===== src/rtl/axi_ic_aw_arbiter_pkg.sv =====
// rtl/axi_ic_aw_arbiter_pkg.sv - shared types and width helper for the AW arbiter
//
// Contents:
//   aw_arb_state_e : per-slave arbiter state (IDLE / ADDR / DATA)
//   clog2_min1     : $clog2 that never returns less than 1, for index widths
package axi_ic_pkg;

  typedef enum logic [1:0] {
    IDLE = 2'd0,  // no owner
    ADDR = 2'd1,  // granted, AW not yet accepted
    DATA = 2'd2   // AW accepted, W burst still pending
  } aw_arb_state_e;

  function automatic int clog2_min1(input int n);
    return (n <= 2) ? 1 : $clog2(n);
  endfunction

endpackage


===== src/rtl/axi_ic_aw_arbiter_if.sv =====
// rtl/axi_ic_aw_arbiter_if.sv - AW routing / W release bundle around the arbiter
//
// Signals (suffix is direction as seen by the arbiter):
//   aw_valid_i  [NumMasters]          master AWVALID
//   aw_slave_i  [NumMasters] SelWidth decoded target slave of each master's AW
//   aw_ready_o  [NumMasters]          AWREADY back to each master
//   aw_valid_o  [NumSlaves]           AWVALID to each slave
//   aw_ready_i  [NumSlaves]           slave AWREADY
//   wlast_i     [NumSlaves]           W router: wlast & wvalid of the granted master
//   w_ready_i   [NumSlaves]           W router: skid-buffer ready
//   wr_grant_o  [NumSlaves] GrantWidth granted master index per slave
//   slave_sel_o [NumMasters] SelWidth latched target slave per master
// Modports: master = the arbiter, slave = the surrounding fabric.
interface axi_ic_aw_arbiter_if import axi_ic_pkg::*; #(
  parameter int NumMasters = 2,
  parameter int NumSlaves  = 2
) ();

  localparam int GrantWidth = clog2_min1(NumMasters);
  localparam int SelWidth   = clog2_min1(NumSlaves);

  logic [NumMasters-1:0] aw_valid_i;
  logic [SelWidth-1:0]   aw_slave_i [NumMasters];
  logic [NumMasters-1:0] aw_ready_o;
  logic [NumSlaves-1:0]  aw_valid_o;
  logic [NumSlaves-1:0]  aw_ready_i;
  logic [NumSlaves-1:0]  wlast_i;
  logic [NumSlaves-1:0]  w_ready_i;
  logic [GrantWidth-1:0] wr_grant_o [NumSlaves];
  logic [SelWidth-1:0]   slave_sel_o [NumMasters];

  modport master (
    input  aw_valid_i, aw_slave_i, aw_ready_i, wlast_i, w_ready_i,
    output aw_ready_o, aw_valid_o, wr_grant_o, slave_sel_o
  );

  modport slave (
    output aw_valid_i, aw_slave_i, aw_ready_i, wlast_i, w_ready_i,
    input  aw_ready_o, aw_valid_o, wr_grant_o, slave_sel_o
  );

endinterface


===== src/rtl/axi_ic_aw_arbiter_rr_arbiter.sv =====
// rtl/axi_ic_aw_arbiter_rr_arbiter.sv - per-slave request picker (round-robin or fixed priority)
//
// Ports:
//   aclk, rst_n   clock, asynchronous active-low reset
//   req_i         request vector, one bit per master
//   grant_en_i    strobe: the owning slave takes a new owner this cycle
//   gnt_onehot_o  one-hot winner (combinational)
//   gnt_idx_o     winner index (combinational)
// Build option: AXI_IC_AW_RR_EN selects round-robin with a pointer that moves
// to winner+1 on every grant_en_i; without it the lowest index wins and there
// is no state.
module axi_ic_rr_arbiter import axi_ic_pkg::*; #(
  parameter int NumMasters = 2,
  localparam int GrantWidth = clog2_min1(NumMasters)
) (
  input  logic                  aclk,
  input  logic                  rst_n,
  input  logic [NumMasters-1:0] req_i,
  input  logic                  grant_en_i,
  output logic [NumMasters-1:0] gnt_onehot_o,
  output logic [GrantWidth-1:0] gnt_idx_o
);

  logic found;

`ifdef AXI_IC_AW_RR_EN
  logic [GrantWidth-1:0] ptr_q;
  logic [GrantWidth-1:0] idx;

  // Search starts at the pointer and wraps, so the master after the last
  // winner gets first chance.
  always_comb begin
    gnt_onehot_o = '0;
    gnt_idx_o    = '0;
    found        = 1'b0;
    idx          = '0;
    for (int i = 0; i < NumMasters; i++) begin
      idx = GrantWidth'((int'(ptr_q) + i) % NumMasters);
      if (!found && req_i[idx]) begin
        found             = 1'b1;
        gnt_onehot_o[idx] = 1'b1;
        gnt_idx_o         = idx;
      end
    end
  end

  always_ff @(posedge aclk or negedge rst_n) begin
    if (!rst_n) begin
      ptr_q <= '0;
    end else if (grant_en_i) begin
      ptr_q <= (int'(gnt_idx_o) == NumMasters - 1) ? '0 : gnt_idx_o + 1'b1;
    end
  end
`else
  logic unused_sig;

  assign unused_sig = aclk ^ rst_n ^ grant_en_i;

  always_comb begin
    gnt_onehot_o = '0;
    gnt_idx_o    = '0;
    found        = 1'b0;
    for (int i = 0; i < NumMasters; i++) begin
      if (!found && req_i[i]) begin
        found           = 1'b1;
        gnt_onehot_o[i] = 1'b1;
        gnt_idx_o       = GrantWidth'(i);
      end
    end
  end
`endif

endmodule


===== src/rtl/axi_ic_aw_arbiter.sv =====
// rtl/axi_ic_aw_arbiter.sv - per-slave AW arbiter holding the grant until the W burst ends
//
// Ports:
//   aclk   clock
//   rst_n  asynchronous active-low reset
//   bus    axi_ic_aw_arbiter_if.master (AW valid/ready routing, W release
//          inputs, wr_grant_o / slave_sel_o towards the W router)
// Build option: AXI_IC_AW_RR_EN turns each slave's picker into round-robin;
// default is fixed priority, lowest master index first.
module axi_ic_aw_arbiter import axi_ic_pkg::*; #(
  parameter int NumMasters = 2,
  parameter int NumSlaves  = 2
) (
  input logic                  aclk,
  input logic                  rst_n,
  axi_ic_aw_arbiter_if.master  bus
);

  localparam int GrantWidth = clog2_min1(NumMasters);
  localparam int SelWidth   = clog2_min1(NumSlaves);

  aw_arb_state_e         state_q [NumSlaves];
  aw_arb_state_e         state_d [NumSlaves];
  logic [NumSlaves-1:0]  w_done_q, w_done_d;
  logic [GrantWidth-1:0] grant_q [NumSlaves];
  logic [GrantWidth-1:0] grant_d [NumSlaves];
  logic [SelWidth-1:0]   sel_q [NumMasters];

  logic [NumMasters-1:0] busy;
  logic [NumMasters-1:0] req [NumSlaves];
  logic [NumMasters-1:0] gnt_oh [NumSlaves];
  logic [GrantWidth-1:0] gnt_idx [NumSlaves];
  logic [NumSlaves-1:0]  grant_en;
  logic [NumSlaves-1:0]  aw_valid;
  logic [NumMasters-1:0] aw_ready;
  logic [NumSlaves-1:0]  aw_hs;
  logic [NumSlaves-1:0]  wl_hs;

  // A master that owns any slave is out of the running everywhere: this is
  // what limits each master to one outstanding write.
  always_comb begin
    busy = '0;
    for (int s = 0; s < NumSlaves; s++) begin
      if (state_q[s] != IDLE) busy[grant_q[s]] = 1'b1;
    end
  end

  always_comb begin
    for (int s = 0; s < NumSlaves; s++) begin
      req[s] = '0;
      for (int m = 0; m < NumMasters; m++) begin
        req[s][m] = bus.aw_valid_i[m] && (bus.aw_slave_i[m] == SelWidth'(s)) && !busy[m];
      end
      grant_en[s] = (state_q[s] == IDLE) && (|req[s]);
    end
  end

  for (genvar s = 0; s < NumSlaves; s++) begin : g_arb
    axi_ic_rr_arbiter #(.NumMasters(NumMasters)) u_arb (
      .aclk         (aclk),
      .rst_n        (rst_n),
      .req_i        (req[s]),
      .grant_en_i   (grant_en[s]),
      .gnt_onehot_o (gnt_oh[s]),
      .gnt_idx_o    (gnt_idx[s])
    );
  end

  // AW routing is purely combinational while a slave sits in ADDR.
  always_comb begin
    aw_valid = '0;
    aw_ready = '0;
    for (int s = 0; s < NumSlaves; s++) begin
      if (state_q[s] == ADDR) begin
        aw_valid[s] = bus.aw_valid_i[grant_q[s]];
        if (bus.aw_ready_i[s]) aw_ready[grant_q[s]] = 1'b1;
      end
    end
  end

  assign aw_hs = aw_valid & bus.aw_ready_i;
  assign wl_hs = bus.wlast_i & bus.w_ready_i;

  // W may finish before AW is accepted; w_done remembers that so the AW
  // handshake can release the slave straight from ADDR.
  always_comb begin
    for (int s = 0; s < NumSlaves; s++) begin
      state_d[s]  = state_q[s];
      w_done_d[s] = w_done_q[s];
      grant_d[s]  = grant_q[s];
      case (state_q[s])
        IDLE: begin
          if (grant_en[s]) begin
            state_d[s] = ADDR;
            grant_d[s] = gnt_idx[s];
          end
        end
        ADDR: begin
          if (aw_hs[s]) begin
            state_d[s]  = (w_done_q[s] || wl_hs[s]) ? IDLE : DATA;
            w_done_d[s] = 1'b0;
          end else if (wl_hs[s]) begin
            w_done_d[s] = 1'b1;
          end
        end
        DATA: begin
          if (wl_hs[s]) state_d[s] = IDLE;
        end
        default: begin
          state_d[s]  = IDLE;
          w_done_d[s] = 1'b0;
        end
      endcase
    end
  end

  always_ff @(posedge aclk or negedge rst_n) begin
    if (!rst_n) begin
      for (int s = 0; s < NumSlaves; s++) begin
        state_q[s] <= IDLE;
        grant_q[s] <= '0;
      end
      w_done_q <= '0;
    end else begin
      for (int s = 0; s < NumSlaves; s++) begin
        state_q[s] <= state_d[s];
        grant_q[s] <= grant_d[s];
      end
      w_done_q <= w_done_d;
    end
  end

  // Each master targets a single slave, so at most one slave can hand it a
  // grant in any cycle.
  always_ff @(posedge aclk or negedge rst_n) begin
    if (!rst_n) begin
      for (int m = 0; m < NumMasters; m++) sel_q[m] <= '0;
    end else begin
      for (int s = 0; s < NumSlaves; s++) begin
        for (int m = 0; m < NumMasters; m++) begin
          if (grant_en[s] && gnt_oh[s][m]) sel_q[m] <= SelWidth'(s);
        end
      end
    end
  end

  assign bus.aw_valid_o  = aw_valid;
  assign bus.aw_ready_o  = aw_ready;
  assign bus.wr_grant_o  = grant_q;
  assign bus.slave_sel_o = sel_q;

endmodule


===== src/flat_wrapper.sv =====
// flat-port wrapper written by rule: the top's interface ports become plain ports
module axi_ic_aw_arbiter_flat import axi_ic_pkg::*;
#(
  parameter int NumMasters = 2,
  parameter int NumSlaves  = 2
)
  (aclk, rst_n, bus_aw_valid_i, bus_aw_slave_i, bus_aw_ready_i, bus_wlast_i, bus_w_ready_i, bus_aw_ready_o, bus_aw_valid_o, bus_wr_grant_o, bus_slave_sel_o);
  axi_ic_aw_arbiter_if #(.NumMasters(NumMasters), .NumSlaves(NumSlaves)) bus_i ();
  input logic aclk;
  input logic rst_n;
  input wire logic [$bits(bus_i.aw_valid_i)-1:0] bus_aw_valid_i;
  input wire logic [$bits(bus_i.aw_slave_i)-1:0] bus_aw_slave_i;
  input wire logic [$bits(bus_i.aw_ready_i)-1:0] bus_aw_ready_i;
  input wire logic [$bits(bus_i.wlast_i)-1:0] bus_wlast_i;
  input wire logic [$bits(bus_i.w_ready_i)-1:0] bus_w_ready_i;
  output wire logic [$bits(bus_i.aw_ready_o)-1:0] bus_aw_ready_o;
  output wire logic [$bits(bus_i.aw_valid_o)-1:0] bus_aw_valid_o;
  output wire logic [$bits(bus_i.wr_grant_o)-1:0] bus_wr_grant_o;
  output wire logic [$bits(bus_i.slave_sel_o)-1:0] bus_slave_sel_o;
  assign bus_i.aw_valid_i = bus_aw_valid_i;
  assign bus_i.aw_slave_i = {>>{bus_aw_slave_i}};
  assign bus_i.aw_ready_i = bus_aw_ready_i;
  assign bus_i.wlast_i = bus_wlast_i;
  assign bus_i.w_ready_i = bus_w_ready_i;
  assign bus_aw_ready_o = bus_i.aw_ready_o;
  assign bus_aw_valid_o = bus_i.aw_valid_o;
  assign bus_wr_grant_o = {>>{bus_i.wr_grant_o}};
  assign bus_slave_sel_o = {>>{bus_i.slave_sel_o}};
  axi_ic_aw_arbiter #(.NumMasters(NumMasters), .NumSlaves(NumSlaves)) u_core (.aclk(aclk), .rst_n(rst_n), .bus(bus_i));
endmodule

===== config.mk =====
export PLATFORM = sky130hd
export DESIGN_NAME = axi_ic_aw_arbiter_flat
export DESIGN_NICKNAME = d
export VERILOG_FILES = /design/src/rtl/axi_ic_aw_arbiter_pkg.sv /design/src/rtl/axi_ic_aw_arbiter_if.sv /design/src/rtl/axi_ic_aw_arbiter_rr_arbiter.sv /design/src/rtl/axi_ic_aw_arbiter.sv /design/src/flat_wrapper.sv
export SDC_FILE = /design/constraint.sdc
export NUM_CORES = 1
export LEC_CHECK = 0
export CORE_MARGIN = 1.5
export CORE_UTILIZATION = 43
export DETAILED_ROUTE_END_ITERATION = 16
export GPL_TIMING_DRIVEN = 0
export PLACE_DENSITY = 0.78
export SLEW_MARGIN = 20
export SYNTH_ARGS = -nofsm -noshare
export SYNTH_HDL_FRONTEND = slang
export SYNTH_SLANG_ARGS = --single-unit

===== constraint.sdc =====
create_clock -name aclk -period 1.82 [get_ports aclk]
set_input_delay 0.364 -clock aclk [delete_from_list [all_inputs] [get_ports aclk]]
set_output_delay 0.364 -clock aclk [all_outputs]
set_load 0.03 [all_outputs]

==> impl_table.tex <==
\begin{tabular}{lr}
\hline
Metric & Value \\
\hline
\multicolumn{2}{l}{\textbf{Floorplanning}} \\
\quad Core footprint & 0.00130 mm² \\
\quad Effective utilization at floorplan & 46.6\% \\
\quad Placement Rows & 13 \\
\quad Die Footprint & 0.00165 mm² \\
\quad Top-level I/O count & 20 \\
\quad Die width & 40.6 µm \\
\quad Die Ht & 40.6 µm \\
\multicolumn{2}{l}{\textbf{Synth}} \\
\quad Post-synthesis sequential element count & 10 \\
\quad Syn\_nets & 76 \\
\quad Ys flop type & sky130\_fd\_sc\_hd\_\_dfrtp\_1 \\
\quad Ys async rst share & 100\% \\
\quad Most frequently used cell type in the post-synthesis netlist & sky130\_fd\_sc\_hd\_\_dfrtp\_1 \\
\quad Number of enable-type register cells in the synthesized netlist & 0 \\
\quad Largest area contributor in the synthesized netlist & sky130\_fd\_sc\_hd\_\_dfrtp\_1 \\
\quad Post-synthesis cell type count & 28 \\
\quad Top post-synthesis cells by area & sky130\_fd\_sc\_hd\_\_dfrtp\_1 (41\%), sky130\_fd\_sc\_hd\_\_o21ai\_0 (5.8\%), sky130\_fd\_sc\_hd\_\_nor2b\_1 (4.1\%), sky130\_fd\_sc\_hd\_\_o21a\_1 (3.7\%), sky130\_fd\_sc\_hd\_\_mux2i\_1 (3.3\%) \\
\quad Fraction of synthesized cell area taken by the top area cell type & 41.2\% \\
\quad Seq/Total Area, Yosys & 41.2\% \\
\quad Synthesized instance count & 64 \\
\quad Netlist Area Pre-Place & 607 µm² \\
\quad Cell types with the highest counts after synthesis & sky130\_fd\_sc\_hd\_\_dfrtp\_1 (10), sky130\_fd\_sc\_hd\_\_o21ai\_0 (7), sky130\_fd\_sc\_hd\_\_inv\_1 (5) \\
\quad Synthesized area per cell & 9.48 µm² \\
\quad Syn. warnings & 0 \\
\multicolumn{2}{l}{\textbf{Detailed routing}} \\
\quad Total length of routed wires & 1440 µm \\
\quad DRC violation count after routing & 0 \\
\quad Length of the first detailed-routing pass in iterations & 4 \\
\quad DRT antenna net count & 0 \\
\quad Average routed wire per standard cell & 14.2 µm \\
\quad Vias per std cell & 5.75 \\
\quad Starting DRT DRC Count & 24 \\
\quad Routed via count & 586 \\
\multicolumn{2}{l}{\textbf{Pwr}} \\
\quad Pwr per Cell Area & 1640 mW/mm² \\
\quad Share of total power consumed by net switching & 45.5\% \\
\quad Share of total power in combinational logic & 56.6\% \\
\quad Maximum vdd drop & 0.997 mV \\
\quad Clk pwr share & 10.3\% \\
\quad Power Internal & 0.000752 W \\
\quad Switching pwr & 0.000627 W \\
\quad Sequential group share of total power & 33.1\% \\
\quad Leak pwr & 0.358 nW \\
\multicolumn{2}{l}{\textbf{Placed design}} \\
\quad Port Buffers & 19 \\
\quad Post-DP HPWL & 1030 µm \\
\quad Worst setup timing slack at the placement stage & -0.513 ns \\
\quad Cell total after placement & 98 \\
\quad Global placer's final weighted congestion & 0.873 \\
\multicolumn{2}{l}{\textbf{Layout}} \\
\quad Layout area overhead & 38.8\% \\
\quad Net count, final & 101 \\
\quad Final antenna diode count & 0 \\
\quad Fraction of layout cells with a size suffix above 1 & 17.2\% \\
\quad Number of filler instances in the final layout & 116 \\
\quad Post-layout instance count excluding filler cells & 102 \\
\multicolumn{2}{l}{\textbf{Worst setup path}} \\
\quad CP Capture Type & output port \\
\quad CP startpoint kind & input port \\
\quad Setup Crit Path Kind & in2out \\
\quad Internal reg-to-reg setup slack & 0.37 ns \\
\quad Critical path data required time & 1.46 ns \\
\quad Endpoint of the lowest-slack register-to-register path & u\_core.bus.slave\_sel\_o[0] \\
\quad Source of the worst register-to-register timing path & u\_core.state\_q[2] \\
\quad Worst Path Arrival & 1.42 ns \\
\quad Length in cells of the worst reg-to-reg path & 4 \\
\quad Crit path max fanout & 5 \\
\multicolumn{2}{l}{\textbf{STA}} \\
\quad Worst-case hold slack & 0.426 ns \\
\quad Max-Slew Margin vs Limit & 69.7\% \\
\quad Post-route fraction of the period consumed by the critical path & 97.8\% \\
\quad Final hold violation count & 0 \\
\quad Number of endpoints failing setup at the final stage & 0 \\
\quad Pins Over Slew Limit & 0 \\
\quad Setup repair after global routing missed its margin & no \\
\quad Pin slew with the least headroom to its limit & 0.453 ns \\
\quad Time the worst path needs with I/O delays and setup & 1.78 ns \\
\quad Worst setup margin & 0.0406 ns \\
\quad FMAX & 562 MHz \\
\quad Clock Skews & 0.00115 ns \\
\multicolumn{2}{l}{\textbf{Min path}} \\
\quad Worst hold-check path type & in2async \\
\multicolumn{2}{l}{\textbf{Job}} \\
\quad Number of max-cap violations & 0 \\
\multicolumn{2}{l}{\textbf{Global route}} \\
\quad Antenna violations before repair & 0 \\
\quad GRT Resource Usage Total & 18.2\% \\
\quad Global-route wire length before repair & 1990 µm \\
\quad Largest net degree at the start of global routing & 11 \\
\quad Gr ovfl total & 0 \\
\quad Vias in the first global route & 465 \\
\multicolumn{2}{l}{\textbf{Clocking}} \\
\quad Number of CTS-inserted buffers & 3 \\
\quad Clock latency at the later pin of the worst-skew pair & 0.25 ns \\
\quad Clock transition at the registers of the reported paths & 0.06 ns \\
\quad H-Tree Depth & 1 \\
\quad TritonCTS sink count & 10 \\
\quad Clock root buffer & sky130\_fd\_sc\_hd\_\_clkbuf\_4 \\
\quad CTS tree & done \\
\quad Maximum number of buffers from clock root to sink & 2 \\
\multicolumn{2}{l}{\textbf{Status}} \\
\quad Run status & finished clean \\
\hline
\end{tabular}
==> critical path, cell delays in order <==
cell                              delay [ns]
sky130_fd_sc_hd__clkdlybuf4s50_1        0.58
sky130_fd_sc_hd__mux2i_2                0.13
sky130_fd_sc_hd__nor3b_2                0.17
sky130_fd_sc_hd__buf_4                  0.18
==> flip-flops by register name (all words and copies together) (netlist names) <==
register                flops
u_core.bus.slave_sel_o      2
u_core.state_q              4
u_core.bus.wr_grant_o       2
u_core.w_done_q             2
==> power groups by stage <==
| stage | clock, W | combinational (W) | sequential (W) |
|---|---|---|---|
| 6_report | 0.000142 | 0.000781 | 0.000456 |
| 4_1_cts | 0.000145 | 0.000783 | 0.000445 |
| 3_5_place_dp | 0 | 0.000799 | 0.000445 |
| 3_3_place_gp | 0 | 0.000796 | 0.000439 |
| 2_1_floorplan | 0 | 0.000452 | 0.000509 |
| 5_1_grt | 0.000152 | 0.000840 | 0.000473 |
==> kinds of logic (layout without fill, tap and decap cells) <==
group,Yosys count,count (layout),share of synthesized area [%]
and+or+nand+nor,21,21,21.4
buffers and inverters,6,29,4.95
muxes,2,2,3.30
AOI/OAI and AO/OA,25,25,29.1
DFF,10,10,41.2
==> final cells by class <==
type	instances	area (µm²)	area share [%]
Inverter	5	18.8	2.23
Buffer	1	11.3	1.34
Sequential cell	10	251	29.9
Tap cell	15	18.8	2.23
Multi-Input combinational cell	48	339	40.3
Timing Repair Buffer	20	180	21.4
Clock buffer	3	22.5	2.67
==> metal layers <==
| layer | global-route usage (%) | wire length (µm) |
|---|---|---|
| met5 | 0 | 0 |
| met4 | 5.00 | 5 |
| met3 | 1.67 | 103 |
| met2 | 28.6 | 623 |
| met1 | 26.6 | 711 |
==> what timing repair did <==
action,in CTS,in global routing
hold buffers,0,0
gates resized for setup,22,7
buffers inserted,0,1
endpoints found under the setup margin,5,4
==> layout by cell type (no fill, tap or decap), types with 3 or more instances in the layout <==
master and instances:
sky130_fd_sc_hd__a21oi_1 3, sky130_fd_sc_hd__buf_2 3, sky130_fd_sc_hd__clkbuf_4 3, sky130_fd_sc_hd__clkdlybuf4s50_1 12
sky130_fd_sc_hd__dfrtp_1 9, sky130_fd_sc_hd__inv_1 5, sky130_fd_sc_hd__nand3_1 3, sky130_fd_sc_hd__nor2_1 4
sky130_fd_sc_hd__nor2b_1 4, sky130_fd_sc_hd__o21a_1 3, sky130_fd_sc_hd__o21ai_0 7
==> how the worst max path moves through the flow <==
stage | from | endpoint | slack, ns | cells after the start
2_1_floorplan | u_core.bus.wr_grant_o[0] | bus_aw_ready_o[0] | 0.03 | 1
3_3_place_gp | bus_aw_valid_i[0] | bus_aw_valid_o[0] | -0.49 | 4
3_5_place_dp | bus_aw_valid_i[0] | bus_aw_valid_o[0] | -0.51 | 4
4_1_cts | bus_aw_valid_i[1] | bus_aw_valid_o[1] | 0.007 | 4
5_1_grt | bus_aw_valid_i[1] | bus_aw_valid_o[0] | 0.0005 | 4
6_report | bus_aw_valid_i[1] | bus_aw_valid_o[0] | 0.04 | 4
==> per-stage QoR <==
step                      power, W  TNS [ns]  util [%]  cell area, µm²
final                      0.00138         0      64.7             842
after detailed placement   0.00124     -1.71      63.1             821
after CTS                  0.00137         0      64.5             840
after global routing       0.00147         0      64.7             842
after floorplan           0.000961         0         -             612
after global placement     0.00123     -1.66      63.1             821
(Power assumes the default switching activity.)
